File: config.mk
export PLATFORM = sky130hd
export DESIGN_NAME = softusb_crcgen
export DESIGN_NICKNAME = d
export VERILOG_FILES = /design/src/rtl/softusb_crcgen.sv
export SDC_FILE = /design/constraint.sdc
export NUM_CORES = 1
export LEC_CHECK = 0
export ABC_AREA = 0
export CAP_MARGIN = 20
export CORE_MARGIN = 1
export CORE_UTILIZATION = 58
export CTS_CLUSTER_DIAMETER = 150
export DETAILED_ROUTE_END_ITERATION = 10
export GPL_TIMING_DRIVEN = 0
export PLACE_DENSITY_LB_ADDON = 0.12
export SETUP_SLACK_MARGIN = 0.05
export SLEW_MARGIN = 5
export SYNTH_ARGS = -nofsm -noshare
export SYNTH_HDL_FRONTEND = slang
export SYNTH_SLANG_ARGS = --single-unit
File: constraint.sdc
create_clock -name usb_clk -period 3.6 [get_ports usb_clk]
set_input_delay 0.72 -clock usb_clk [delete_from_list [all_inputs] [get_ports usb_clk]]
set_output_delay 0.72 -clock usb_clk [all_outputs]
set_load 0.02 [all_outputs]
File: src/rtl/softusb_crcgen.sv
`timescale 1ns/1ps
// softusb_crcgen: bit-serial CRC engine. ACCUM folds received bits into the register;
// EMIT shifts out the complemented CRC MSB-first while folding each emitted bit back in.
module softusb_crcgen #(
    parameter int unsigned      WIDTH   = 16,
    parameter logic [WIDTH-1:0] POLY    = 16'h8005,
    parameter logic [WIDTH-1:0] INIT    = '1,
    parameter logic [WIDTH-1:0] RESIDUE = 16'h800D,
    parameter int unsigned      CNTW    = 11
) (
    input  logic             usb_clk,
    input  logic             usb_rst,
    input  logic             crc_reset,
    input  logic             data,
    input  logic             crc_ce,
    input  logic             crc_emit,
    output logic [WIDTH-1:0] crc,
    output logic             crc_valid,
    output logic             tx_data,
    output logic             tx_valid,
    output logic             tx_last,
    output logic [CNTW-1:0]  bit_count
);

    localparam int unsigned ECW = $clog2(WIDTH);

    typedef enum logic {
        StAccum,
        StEmit
    } state_e;

    state_e           r_state;
    state_e           w_state_d;
    logic [WIDTH-1:0] r_crc;
    logic [WIDTH-1:0] w_crc_d;
    logic [WIDTH-1:0] w_crc_acc;
    logic [WIDTH-1:0] r_sh;
    logic [WIDTH-1:0] w_sh_d;
    logic [ECW-1:0]   r_emit_cnt;
    logic [ECW-1:0]   w_emit_cnt_d;
    logic [CNTW-1:0]  r_bit_count;
    logic [CNTW-1:0]  w_bit_count_d;
    logic             w_last;

    function automatic logic [WIDTH-1:0] f_next(input logic [WIDTH-1:0] c, input logic d);
        logic fb;
        fb = d ^ c[WIDTH-1];
        return {c[WIDTH-2:0], 1'b0} ^ (fb ? POLY : '0);
    endfunction

    assign w_last = (r_emit_cnt == ECW'(WIDTH - 1));

    always_comb begin
        w_state_d     = r_state;
        w_crc_d       = r_crc;
        w_crc_acc     = r_crc;
        w_sh_d        = r_sh;
        w_emit_cnt_d  = r_emit_cnt;
        w_bit_count_d = r_bit_count;

        if (crc_reset) begin
            w_state_d     = StAccum;
            w_crc_d       = INIT;
            w_sh_d        = '0;
            w_emit_cnt_d  = '0;
            w_bit_count_d = '0;
        end else begin
            unique case (r_state)
                StAccum: begin
                    if (crc_ce) begin
                        w_crc_acc = f_next(r_crc, data);
                        w_crc_d   = w_crc_acc;
                        if (r_bit_count != '1) begin
                            w_bit_count_d = r_bit_count + CNTW'(1);
                        end
                    end
                    // A same-cycle data bit is covered by the emitted CRC.
                    if (crc_emit) begin
                        w_sh_d       = ~w_crc_acc;
                        w_emit_cnt_d = '0;
                        w_state_d    = StEmit;
                    end
                end
                StEmit: begin
                    if (crc_ce) begin
                        w_crc_d = f_next(r_crc, r_sh[WIDTH-1]);
                        w_sh_d  = {r_sh[WIDTH-2:0], 1'b0};
                        if (w_last) begin
                            w_emit_cnt_d = '0;
                            w_state_d    = StAccum;
                        end else begin
                            w_emit_cnt_d = r_emit_cnt + ECW'(1);
                        end
                    end
                end
                default: w_state_d = StAccum;
            endcase
        end
    end

    always_ff @(posedge usb_clk or posedge usb_rst) begin
        if (usb_rst) begin
            r_state     <= StAccum;
            r_crc       <= INIT;
            r_sh        <= '0;
            r_emit_cnt  <= '0;
            r_bit_count <= '0;
        end else begin
            r_state     <= w_state_d;
            r_crc       <= w_crc_d;
            r_sh        <= w_sh_d;
            r_emit_cnt  <= w_emit_cnt_d;
            r_bit_count <= w_bit_count_d;
        end
    end

    assign crc       = r_crc;
    assign crc_valid = (r_crc == RESIDUE);
    assign tx_valid  = (r_state == StEmit);
    assign tx_data   = tx_valid & r_sh[WIDTH-1];
    assign tx_last   = tx_valid & w_last;
    assign bit_count = r_bit_count;

endmodule

==> results.json <==
{
  "layout_setup_ws_ps": 706,
  "reg2reg_depth": 6,
  "grt_antenna_before_repair": 0,
  "drt_pass1_iterations": 4,
  "finalWorstPathRequiredPeriod_ps": 2890,
  "cts_setup_buffers": 0,
  "rsz0062_at_grt": "false",
  "finalHoldViolCount": 0,
  "intPower_mw": 0.879,
  "critPathSlowestCell": "clkdlybuf4s50_1",
  "root_buffer": "clkbuf_8",
  "crit_type": "flip-flop to output pin",
  "stdcell_count": 347,
  "max_freq_ghz": 0.346,
  "globalplace.congestion": 0.821,
  "max_stage_delay_ps": 600,
  "synth_warnings": 0,
  "synthCells": 253,
  "irDropWorstVdd_uv": 279,
  "cp-start-kind": "flip-flop",
  "syn_to_final_growth_pct": 22.0,
  "rrSetupSlack_ps": 1740,
  "track_usage_pct": 28.1,
  "synth_common_cells": "32 x dfrtp_1, 24 x a21oi_1, 21 x o21ai_0",
  "leakage_nw": 1.20,
  "std_cell_rows": 23,
  "min_from": "r_sh[8]",
  "syn_avg_cell_area_um2": 9.86,
  "cts_buffers": 5,
  "syn_area_um2": 2490,
  "cts_htree_levels": 2,
  "vias": 2117,
  "placed_cell_area_um2": 2930,
  "tns_ps": 0,
  "synth_top_area_cell": "dfrtp_1",
  "place_hpwl_um": 4180,
  "nNetsFinal": 304,
  "worstPathMaxFanout": 7,
  "cts-resized-gates": 0,
  "grt_overflow_total": 0,
  "grt_pass1_wl_um": 9490,
  "drc": 0,
  "cts-hold-fix-buffers": 0,
  "port_buffers": 35,
  "powerDensity_nw_per_um2": 402,
  "period_share_pct": 80.4,
  "clock_power_share_pct": 32.8,
  "async_flop_share_pct": 100,
  "cp.arrival_ps": 2170,
  "clock_sinks": 48,
  "p_total_mw": 1.22,
  "synth_edf_count": 0,
  "cp_data_required_time_ps": 2880,
  "worstHoldPathCells": 2,
  "r2r_start": "bit_count[0]",
  "clkTransAtPathRegs_ps": 100,
  "die_h_um": 67.6,
  "drt-initial-drc-count": 184,
  "synth_ff_type": "dfrtp_1",
  "wl_per_cell_um": 16.9,
  "slew_headroom_pct": 66.8,
  "dp_slack_ps": 1060,
  "grt_pass1_vias": 1980,
  "worstMarginPinSlew_ps": 499,
  "hold_path.class": "flip-flop to flip-flop",
  "netlist_top_cells_area": "dfrtp_1 32%, dfstp_2 17%, a21oi_1 4.8%, o21ai_0 4.2%, a211o_1 4.2%",
  "drv_cap": 0,
  "synth.distinct_cells": 43,
  "initial_core_util_pct": 61.5,
  "holdWs_ps": 494,
  "finish.instance_area_um2": 3040,
  "clock_path_buffers": 2,
  "switching_power_mw": 0.344,
  "setup_viol": 0,
  "swShare_pct": 28.1,
  "coreArea_um2": 4060,
  "dp_cells": 339,
  "holdPathEnd": "r_sh[8]",
  "fin_worst_skew_ps": 8.31,
  "wl_um": 5850,
  "tritoncts": "built",
  "endpoint_kind": "output pin",
  "ios": 37,
  "grt_max_degree": 34,
  "slew_viol_final": 0,
  "antennaDiodeCount": 0,
  "ant_nets": 0,
  "syn_nets": 261,
  "fp.dieW_um": 67.6,
  "status": "complete, no violations",
  "synth_top_area_share_pct": 32.1,
  "crit-reg2reg-capture": "bit_count[1]",
  "crit_chain": "buf_2 > nor4b_1 > and4_1 > clkdlybuf4s50_1",
  "synth_seq_cells": 48,
  "combPwrFrac_pct": 17.7,
  "synth.most_common_cell": "dfrtp_1",
  "dieArea_um2": 4570,
  "avgViaCountPerCell": 6.10,
  "pwr-share-seq_pct": 49.5,
  "utilization_pct": 75.0,
  "clk_latency_ps": 300,
  "drive_gt1_share_pct": 13.5,
  "yosysSeqAreaShare_pct": 49.0
}
## cell usage in the layout, fill, tap and decap left out, types with 2 or more instances in the layout
| master | instances |
|---|---|
| a211o_1 | 12 |
| a211oi_1 | 13 |
| a21oi_1 | 24 |
| a32oi_1 | 3 |
| and3_1 | 4 |
| buf_1 | 3 |
| buf_2 | 3 |
| buf_6 | 2 |
| clkbuf_1 | 11 |
| clkbuf_8 | 5 |
| clkdlybuf4s50_1 | 35 |
| dfrtp_1 | 32 |
| dfstp_2 | 16 |
| ha_1 | 2 |
| inv_1 | 3 |
| mux2i_1 | 3 |
| nand2_1 | 19 |
| nand3_1 | 10 |
| nor2_1 | 10 |
| nor2b_1 | 13 |
| nor3_1 | 5 |
| nor4_1 | 2 |
| nor4b_1 | 2 |
| o21ai_0 | 21 |
| o31ai_1 | 6 |
| or2_2 | 3 |
| or3_1 | 4 |
| or4_1 | 2 |
| xnor2_1 | 4 |
| xor2_1 | 5 |
## cell type report
class	instances	area, µm²
repair buffers	36	370
flip-flops and latches	48	1220
clock inverters	3	46.3
inverters	4	15.0
fillers	301	1020
clock buffers	5	68.8
well taps	50	62.6
multi-input cells	182	1170
plain buffers	19	90.1
## power groups by stage
stage                     sequential, mW  clock [mW]  combinational (mW)
after floorplan                    0.628           0               0.123
after global placement             0.615           0               0.207
after detailed placement           0.615           0               0.215
after CTS                          0.606       0.403               0.217
after global routing               0.610       0.422               0.236
final                              0.606       0.401               0.216
## worst max-delay path, delay by kind of cell, from the launching register on
kind                   cells  cell delay [ps]
buffers and inverters      2              820
flip-flops                 1              550
AND/OR/NAND/NOR            2              510
## state kept, by name, summed over array words and instances (netlist names)
name,count
bit_count,11
r_sh,16
r_emit_cnt,4
tx_valid,1
crc,16
## per-layer routing
layer  vias up  share of wire [%]  GRT usage (%)
li1       1002                  -              -
met5         -                  0              0
met1      1055                 47           39.5
met2        54                 47           43.2
met4         0               0.75           7.18
met3         6                5.2           6.76
## worst max-delay path by stage
stage,start,endpoint,slack (ps)
global route,crc[15],crc_valid,640
CTS,crc[15],crc_valid,710
global placement,usb_rst,r_emit_cnt[3],840
detailed placement,crc[15],crc_valid,1060
finish,crc[15],crc_valid,710
floorplan,crc[15],crc_valid,1570
## cell families after synthesis
group,Yosys count,share of synthesized area (%)
xor+xnor,10,3.81
simple gates,81,17.7
mux,5,2.56
compound gates,84,21.8
flops,48,49.0
buf+inv,23,4.21
fa+ha+maj,2,1.00
(Power assumes the default switching activity.)
